## src/rtl/prog_loader_pkg.sv

```systemverilog
// Shared definitions for the boot-stage program loader.
package prog_loader_pkg;

  // CKSUM exists in the encoding in every build but is only reachable when
  // LOADER_CHECKSUM_EN is defined.
  typedef enum logic [2:0] {
    RUN_WAIT = 3'd0,
    GET_ADDR = 3'd1,
    GET_LEN  = 3'd2,
    DATA     = 3'd3,
    CKSUM    = 3'd4,
    RELEASE  = 3'd5,
    RUN      = 3'd6
  } state_e;

  // A LEN byte of zero stands for a full 256-byte page.
  localparam int unsigned LEN_ZERO_N = 256;

  // Default release delay and the width of the release down-counter (1..15).
  localparam int unsigned REL_DLY_DEF = 4;
  localparam int unsigned REL_CNT_W   = 4;

endpackage

```

## src/rtl/prog_loader_rel_timer.sv

```systemverilog
// Release-delay down-counter: loaded on the final memory write, done at zero.
module loader_rel_timer
  import prog_loader_pkg::*;
(
  input  logic                 clk_i,
  input  logic                 rst_i,
  input  logic                 load_i,
  input  logic [REL_CNT_W-1:0] load_val_i,
  output logic                 done_o
);

  logic [REL_CNT_W-1:0] cnt_q;

  // Load on request, otherwise count down and hold at zero.
  always_ff @(posedge clk_i) begin
    if (rst_i) begin
      cnt_q <= '0;
    end else if (load_i) begin
      cnt_q <= load_val_i;
    end else if (cnt_q != '0) begin
      cnt_q <= cnt_q - REL_CNT_W'(1);
    end
  end

  // Terminal-count compare.
  always_comb begin
    done_o = (cnt_q == '0);
  end

endmodule

```

## src/rtl/prog_loader.sv

```systemverilog
// Byte-stream program loader: ADDR, LEN, data frame written into CPU memory,
// CPU reset held during the load and released REL_DLY cycles after the last
// write. Optional trailing checksum byte when LOADER_CHECKSUM_EN is defined.
module prog_loader
  import prog_loader_pkg::*;
#(
  parameter int ADDR_W  = 8,
  parameter int DATA_W  = 8,
  parameter int REL_DLY = REL_DLY_DEF
) (
  input  logic              clk_i,
  input  logic              rst_i,
  input  logic              ld_start_i,
  input  logic              ld_valid_i,
  input  logic [DATA_W-1:0] ld_data_i,
  output logic              ld_ready_o,
  output logic              mem_we_o,
  output logic [ADDR_W-1:0] mem_addr_o,
  output logic [DATA_W-1:0] mem_wdata_o,
  output logic              cpu_rstn_o,
  output logic              busy_o,
  output logic              err_o
);

  localparam int CNT_W = DATA_W + 1;

  state_e            state_q, state_d;
  logic [ADDR_W-1:0] ptr_q, ptr_d;
  logic [CNT_W-1:0]  cnt_q, cnt_d;
  logic              mem_we_q, mem_we_d;
  logic [ADDR_W-1:0] mem_addr_q, mem_addr_d;
  logic [DATA_W-1:0] mem_wdata_q, mem_wdata_d;
  logic              cpu_rstn_q, cpu_rstn_d;
  logic              busy_q, busy_d;
  logic              accept;
  logic              tmr_load;
  logic              tmr_done;
`ifdef LOADER_CHECKSUM_EN
  logic [DATA_W-1:0] sum_q, sum_d;
  logic [DATA_W-1:0] sum_final;
  logic              err_q, err_d;
`endif

  // The timer starts with the final write, so it spans that write cycle.
  loader_rel_timer u_rel_timer (
    .clk_i      (clk_i),
    .rst_i      (rst_i),
    .load_i     (tmr_load),
    .load_val_i (REL_CNT_W'(REL_DLY - 1)),
    .done_o     (tmr_done)
  );

  // Ready is a function of state only; a byte is taken on valid && ready.
  always_comb begin
    ld_ready_o = (state_q == GET_ADDR) || (state_q == GET_LEN) ||
                 (state_q == DATA)     || (state_q == CKSUM);
    accept     = ld_valid_i && ld_ready_o;
  end

  // Next-state, datapath and registered-output logic.
  always_comb begin
    state_d     = state_q;
    ptr_d       = ptr_q;
    cnt_d       = cnt_q;
    mem_we_d    = 1'b0;
    mem_addr_d  = mem_addr_q;
    mem_wdata_d = mem_wdata_q;
    cpu_rstn_d  = cpu_rstn_q;
    busy_d      = busy_q;
    tmr_load    = 1'b0;
`ifdef LOADER_CHECKSUM_EN
    sum_d       = sum_q;
    err_d       = err_q;
    sum_final   = sum_q + ld_data_i;
`endif
    case (state_q)
      RUN_WAIT, RUN: begin
        if (ld_start_i) begin
          state_d    = GET_ADDR;
          busy_d     = 1'b1;
          cpu_rstn_d = 1'b0;
`ifdef LOADER_CHECKSUM_EN
          err_d      = 1'b0;
`endif
        end
      end
      GET_ADDR: begin
        if (accept) begin
          ptr_d   = ADDR_W'(ld_data_i);
          state_d = GET_LEN;
`ifdef LOADER_CHECKSUM_EN
          sum_d   = ld_data_i;
`endif
        end
      end
      GET_LEN: begin
        if (accept) begin
          cnt_d   = (ld_data_i == '0) ? CNT_W'(LEN_ZERO_N) : CNT_W'(ld_data_i);
          state_d = DATA;
`ifdef LOADER_CHECKSUM_EN
          sum_d   = sum_final;
`endif
        end
      end
      DATA: begin
        if (accept) begin
          mem_we_d    = 1'b1;
          mem_addr_d  = ptr_q;
          mem_wdata_d = ld_data_i;
          ptr_d       = ptr_q + ADDR_W'(1);
          cnt_d       = cnt_q - CNT_W'(1);
`ifdef LOADER_CHECKSUM_EN
          sum_d       = sum_final;
`endif
          if (cnt_q == CNT_W'(1)) begin
            tmr_load = 1'b1;
`ifdef LOADER_CHECKSUM_EN
            state_d  = CKSUM;
`else
            state_d  = RELEASE;
`endif
          end
        end
      end
`ifdef LOADER_CHECKSUM_EN
      CKSUM: begin
        if (accept) begin
          if (sum_final == '0) begin
            state_d = RELEASE;
          end else begin
            err_d   = 1'b1;
            busy_d  = 1'b0;
            state_d = RUN_WAIT;
          end
        end
      end
`endif
      RELEASE: begin
        if (tmr_done) begin
          cpu_rstn_d = 1'b1;
          busy_d     = 1'b0;
          state_d    = RUN;
        end
      end
      default: state_d = RUN_WAIT;
    endcase
  end

  // State and datapath registers with synchronous reset.
  always_ff @(posedge clk_i) begin
    if (rst_i) begin
      state_q     <= RUN_WAIT;
      ptr_q       <= '0;
      cnt_q       <= '0;
      mem_we_q    <= 1'b0;
      mem_addr_q  <= '0;
      mem_wdata_q <= '0;
      cpu_rstn_q  <= 1'b0;
      busy_q      <= 1'b0;
`ifdef LOADER_CHECKSUM_EN
      sum_q       <= '0;
      err_q       <= 1'b0;
`endif
    end else begin
      state_q     <= state_d;
      ptr_q       <= ptr_d;
      cnt_q       <= cnt_d;
      mem_we_q    <= mem_we_d;
      mem_addr_q  <= mem_addr_d;
      mem_wdata_q <= mem_wdata_d;
      cpu_rstn_q  <= cpu_rstn_d;
      busy_q      <= busy_d;
`ifdef LOADER_CHECKSUM_EN
      sum_q       <= sum_d;
      err_q       <= err_d;
`endif
    end
  end

  assign mem_we_o    = mem_we_q;
  assign mem_addr_o  = mem_addr_q;
  assign mem_wdata_o = mem_wdata_q;
  assign cpu_rstn_o  = cpu_rstn_q;
  assign busy_o      = busy_q;
`ifdef LOADER_CHECKSUM_EN
  assign err_o       = err_q;
`else
  assign err_o       = 1'b0;
`endif

endmodule

```

## config.mk

```make
export PLATFORM = sky130hd
export DESIGN_NAME = prog_loader
export DESIGN_NICKNAME = d
export VERILOG_FILES = /design/src/rtl/prog_loader_pkg.sv /design/src/rtl/prog_loader_rel_timer.sv /design/src/rtl/prog_loader.sv
export SDC_FILE = /design/constraint.sdc
export NUM_CORES = 1
export LEC_CHECK = 0
export CAP_MARGIN = 30
export CORE_MARGIN = 10
export CORE_UTILIZATION = 48
export DETAILED_ROUTE_END_ITERATION = 8
export PLACE_DENSITY = 0.75
export SLEW_MARGIN = 5
export SYNTH_ARGS = -nofsm -noshare
export SYNTH_HDL_FRONTEND = slang
export SYNTH_HIERARCHICAL = 1
export SYNTH_SLANG_ARGS = --single-unit
```

## constraint.sdc

```tcl
create_clock -name clk_i -period 1.5 [get_ports clk_i]
set_input_delay 0.375 -clock clk_i [delete_from_list [all_inputs] [get_ports clk_i]]
set_output_delay 0.375 -clock clk_i [all_outputs]
set_load 0.02 [all_outputs]
```

==> impl_metrics.yaml, run 1 <==
run_status:
  status: "finished with violations"
  violations: "setup timing"
die:
  die_x_um: 88.25
  start_util_pct: 50.31
  rows: 24
  die_area_um2: 7788
  io_pins: 33
  core_um2: 4444
  die_h_um: 88.25
synthesis:
  synth-main-ff-cell: "dfxtp_1"
  synth_most_common_cell: "nand2_1"
  ys_seq_elements: 43
  postSynth.asyncResetShare_pct: 0
  yosysWarnings: 6
  syn_inst: 282
  synth_cell_type_count: 53
  yosysTopAreaCellShare_pct: 38.50
  synth.largest_area_cell: "dfxtp_1"
  avgSynthCellArea_um2: 7.929
  synth_area_leaders: "dfxtp_1, a21oi_1, nand2_1"
  synth.cell_area_um2: 2236
  synth_edf_count: 0
  synthTopCellsByCount: "nand2_1, dfxtp_1, a21oi_1"
  yosysSeqAreaShare_pct: 38.50
route:
  via_count: 2666
  wl_per_cell_um: 19.87
  postRouteAntennaNets: 0
  avgViaCountPerCell: 6.171
  first_pass_iters: 8
  drtIter0Drc: 233
  routed_wl_mm: 8.582
  route.detailed.drc: 0
cts:
  clkSinkCount: 43
  cts_made_buffers: 5
  cts_tree: "built"
  clockBufferDepth: 2
  clockRootBuffer: "clkbuf_8"
  htree_levels: 2
  clk_pin_slew_ps: 90
  insertion_delay_ps: 310
global_routing:
  grt_first_pass_wirelength_mm: 12.32
  antenna_found_initial: 0
  grt.total_usage_pct: 19.97
  grt_max_degree: 18
  grt_pass1_vias: 2469
  grt_overflow: 0
worst_hold_path:
  min_path_type: "reg2reg"
worst_setup_path:
  cp_data_arrival_time_ps: 1980
  path_max_fanout: 2
  start_kind: "flip-flop"
  slowest_stage: "mux4_2"
  cp_slowest_stage_delay_ps: 480
  crit_path_end_kind: "flip-flop"
  path_cells: "inv_2 -> ha_4 -> nor3b_4 -> nor2_2 -> mux4_2 -> mux2i_1 -> a21oi_1"
  crit_type: "reg2reg"
  worstPathRequired_ps: 1720
timing:
  slew_violations: 0
  rsz0062_at_grt: "yes"
  finalHoldWorstSlack_ps: 454.7
  fmax_mhz: 568.8
  min_period_ps: 1758
  min_period_over_period_pct: 117.2
  setup_slack_ps: -258.1
  finClkSkew_ps: 14.84
  timing.final.hold_violations: 0
  setup_viol: 35
pwr:
  ir_worst_vdd_v: 0.0006751
  p_per_area_nw_per_um2: 1223
  leakagePower_uw: 0.001423
place:
  gp_congestion: 0.8777
  dpl.cell_count: 395
  io_buffers: 31
  dp_hpwl_mm: 4.503
cells_and_area:
  syn2layout_area_growth_pct: 59.32
  final_cell_count_no_fill: 432
  antenna_cells: 0
  drive_gt1_share_pct: 40.53
  nNetsFinal: 395
flow_run:
  maxCapViolations: 0
[stage by stage]
step	area, um^2	TNS, ps	power, uW	util [%]	setup WS [ps]
2_1_floorplan	2312	-166.0	2144	-	-141.3
3_3_place_gp	2970	-10380	2596	66.84	-363.6
3_5_place_dp	2970	-10970	2640	66.84	-408.5
4_1_cts	3379	-893.8	3946	76.04	-168.2
5_1_grt	3562	-6380	4524	80.15	-346.6
6_report	3562	-3235	4356	80.15	-258.1
[layer usage]
metal / GRT usage (%) / vias to the layer above / part of all wire, % / wire, um
met5: 0 / - / 0 / 0
met4: 9.251 / 0 / 5.9 / 508
met3: 4.136 / 65 / 9.6 / 824
met2: 33.62 / 186 / 47 / 4043
met1: 23.87 / 1227 / 37 / 3205
li1: - / 1188 / - / -
[state kept, by name (all words and copies together) (netlist names)]
name,cells
mem_wdata_o,8
ptr_q,8
cnt_q,9
cpu_rstn_o,1
mem_addr_o,8
u_rel_timer/cnt_q,4
state_q,3
busy_o,1
mem_we_o,1
[critical path: cells and delay by family (launching register included)]
family                     cells  cell delay, ps
adders and majority gates      1             140
AOI/OAI and AO/OA              1             190
muxes                          2             620
DFF                            1             340
buffers and inverters          1              80
and+or+nand+nor                2             300
[area by class of cell]
cell class | count | area, um^2
fill | 266 | 882.1
inverter | 11 | 41.29
sequential | 43 | 872.1
clock buffer | 6 | 72.57
timing repair buffer | 105 | 942.2
multi-input combinational | 213 | 1509
tap | 52 | 65.06
clock inverter | 2 | 60.06
[cells by family (layout without fill, tap and decap cells)]
| family | after synthesis | after routing | share of synthesized area, % |
|---|---|---|---|
| DFF | 43 | 43 | 38.50 |
| adders and majority gates | 4 | 4 | 2.238 |
| other | 2 | 5 | 0.3359 |
| AOI/OAI and AO/OA | 83 | 83 | 21.88 |
| buffers and inverters | 29 | 124 | 6.100 |
| muxes | 4 | 4 | 2.406 |
| and+or+nand+nor | 114 | 114 | 27.36 |
| xor gates and xnor gates | 3 | 3 | 1.175 |
[power breakdown]
part           switching (uW)  total [uW]  internal (uW)
clock                     420        1090            666
combinational             910        1910            995
sequential                112        1370           1250
total                    1440        4360           2910
[layout by cell type (no fill, tap or decap), drive strengths merged, types with 4 or more instances in the layout]
master,instances
conb,5
nor4,7
a211oi,5
nor3,9
nor2,13
buf,75
inv,11
ha,4
dlygate4sd2,20
nand2,48
o21ai,23
and3b,4
clkdlybuf4s50,10
a21oi,37
and2,4
dfxtp,43
nand3,7
nand2b,4
clkbuf,6
[path summary, 6_finish.rpt]
| check | endpoint | cells past startpoint | slack, ps | startpoint |
|---|---|---|---|---|
| worst min-delay path | mem_wdata_o[5] | 2 | 450 | mem_wdata_o[5] |
| worst max register to register | state_q[1] | 7 | -260 | u_rel_timer/cnt_q[1] |
| worst min register to register | mem_wdata_o[5] | 2 | 450 | mem_wdata_o[5] |
| worst max-delay path | state_q[1] | 7 | -260 | u_rel_timer/cnt_q[1] |
[timing repair]
action	4_1_cts	5_1_grt
gates cloned	2	0
hold buffers	0	0
pin swaps	18	28
setup endpoints to repair	34	36
buffers inserted	23	7
gates resized for setup	56	53
No activity file was read; power rests on OpenSTA's default activity.
==> run 2, diff against run 1 <==
Settings changed: GPL_ROUTABILITY_DRIVEN set to 1, REMOVE_ABC_BUFFERS set to 1.
==> run 2 against run 1 <==
Net effect: the run still ends with setup timing left; die area unchanged; via count decreased by 9.5%; combinational power decreased by 20%; setup slack improved by 150 ps; fmax increased by 9.1%; register-to-register slack improved by 150 ps; sequential cell count unchanged; critical path depth unchanged; worst hold slack got worse by 2.8 ps; power decreased by 13%; largest power group unchanged.
==> impl_metrics.yaml, run 2 (same netlist as run 1, synthesis figures left out) <==
worst_setup_path:
  start_kind: "flip-flop"
  crit_type: "reg2reg"
  crit_path_end_kind: "flip-flop"
  worstPathRequired_ps: 1700
  cp_data_arrival_time_ps: 1810
  path_cells: "or4_4 -> nor2_4 -> nand3_4 -> inv_2 -> buf_6 -> nor2b_4 -> nor3_1"
  cp_slowest_stage_delay_ps: 560
  slowest_stage: "or4_4"
  path_max_fanout: 5
route:
  avgViaCountPerCell: 5.689
  drtIter0Drc: 136
  wl_per_cell_um: 16.48
  first_pass_iters: 4
  via_count: 2412
  postRouteAntennaNets: 0
  route.detailed.drc: 0
  routed_wl_mm: 6.987
die:
  rows: 24
  die_area_um2: 7788
  die_x_um: 88.25
  io_pins: 33
  die_h_um: 88.25
  core_um2: 4444
  start_util_pct: 50.31
cts:
  clockRootBuffer: "clkbuf_8"
  insertion_delay_ps: 300
  clk_pin_slew_ps: 90
  clockBufferDepth: 2
  cts_tree: "built"
  htree_levels: 2
  clkSinkCount: 43
  cts_made_buffers: 5
flow_run:
  maxCapViolations: 0
cells_and_area:
  drive_gt1_share_pct: 34.95
  largest_reg_flops: 9
  multiInputGateArea_um2: 1445
  regArea_um2: 872.1
  syn2layout_area_growth_pct: 51.54
  antenna_cells: 0
  fin_area_um2: 3388
  largest_register: "cnt_q"
  layout_common_cells: "buf_4, nand2_1, a21oi_1, dfxtp_1, dlygate4sd2_1"
  fillers: 317
  nNetsFinal: 387
  final_common_cell: "buf_4"
pwr:
  ir_worst_vdd_v: 0.0008776
  p_per_area_nw_per_um2: 1125
  p_total_uw: 3811
  leakagePower_uw: 0.001368
place:
  dpl_cell_area_um2: 2950
  gp_congestion: 0.8962
  io_buffers: 31
  dp_hpwl_mm: 4.664
run_status:
  status: "finished with violations"
  violations: "setup timing"
timing:
  setup_viol: 11
  min_period_over_period_pct: 107.5
  setup_slack_ps: -112.1
  finClkSkew_ps: 5.174
  timing.final.hold_violations: 0
  min_period_ps: 1612
  rsz0062_at_grt: "yes"
  fmax_mhz: 620.3
  slew_violations: 0
global_routing:
  antenna_found_initial: 0
  grt_first_pass_wirelength_mm: 11.25
  busiest_layer: "met2"
  met2_usage_pct: 31.21
  use_met3_pct: 4.596
  grt_max_degree: 18
  grt_overflow: 0
  grt_pass1_vias: 2346
  grt.total_usage_pct: 17.81
  gr-usage-met1_pct: 20.81
worst_hold_path:
  min_path_type: "reg2reg"
-- run 2: cell types whose count changed in the layout (fill, tap and decap cells not counted), sizes merged --
cell	previous run	this run
buf	75	67
clkinv	0	2
bufinv	2	1
clkbuf	6	5
-- run 2: power breakdown --
part,switching (uW),total (uW),internal [uW]
clock,431,927,496
sequential,102,1360,1250
combinational,734,1530,794
total,1270,3810,2540
-- run 2: area by class of cell --
type | instances | area share, %
multi-input cells | 213 | 42.65
flip-flops and latches | 43 | 25.74
repair buffers | 97 | 25.15
clock buffers | 5 | 2.031
well taps | 52 | 1.920
clock inverters | 3 | 1.292
inverters | 11 | 1.219
-- run 2: worst paths after layout --
path / from / to / slack [ps] / cells past startpoint
worst max register to register: cnt_q[6] / u_rel_timer/cnt_q[2] / -110 / 7
worst min register to register: mem_wdata_o[5] / mem_wdata_o[5] / 450 / 2
worst min-delay path: mem_wdata_o[5] / mem_wdata_o[5] / 450 / 2
worst max-delay path: cnt_q[6] / u_rel_timer/cnt_q[2] / -110 / 7
-- run 2: metal layers --
metal / share of wire (%) / wire length (um) / up-vias
met4: 1.8 / 125 / 0
met5: 0 / 0 / -
met1: 42 / 2911 / 1160
met2: 51 / 3553 / 65
li1: - / - / 1175
met3: 5.7 / 397 / 12
-- run 2: metrics by stage --
step	TNS [ps]	worst slack, ps	instances	hold slack, ps	util [%]
after floorplan	-1830	-212.7	267	433.6	-
after global placement	-9564	-324.3	403	441.3	66.39
after detailed placement	-12240	-419.9	403	444.5	66.39
after CTS	-989.5	-154.1	415	453.4	71.85
after global routing	-1826	-186.9	424	476.8	76.24
final	-705.7	-112.1	424	451.9	76.24
-- run 2: what timing repair did --
action	CTS	global route
hold buffers	0	0
buffers inserted	4	7
cloned	0	3
hold endpoints to repair	0	0
gates resized for setup	58	43
pin swaps	10	14
setup endpoints to repair	51	42
-- run 2: worst max-delay path: cells and delay by family, from the launching register on --
family | cells | cell delay (ps)
simple gates | 5 | 1000
flops | 1 | 330
buf+inv | 2 | 190
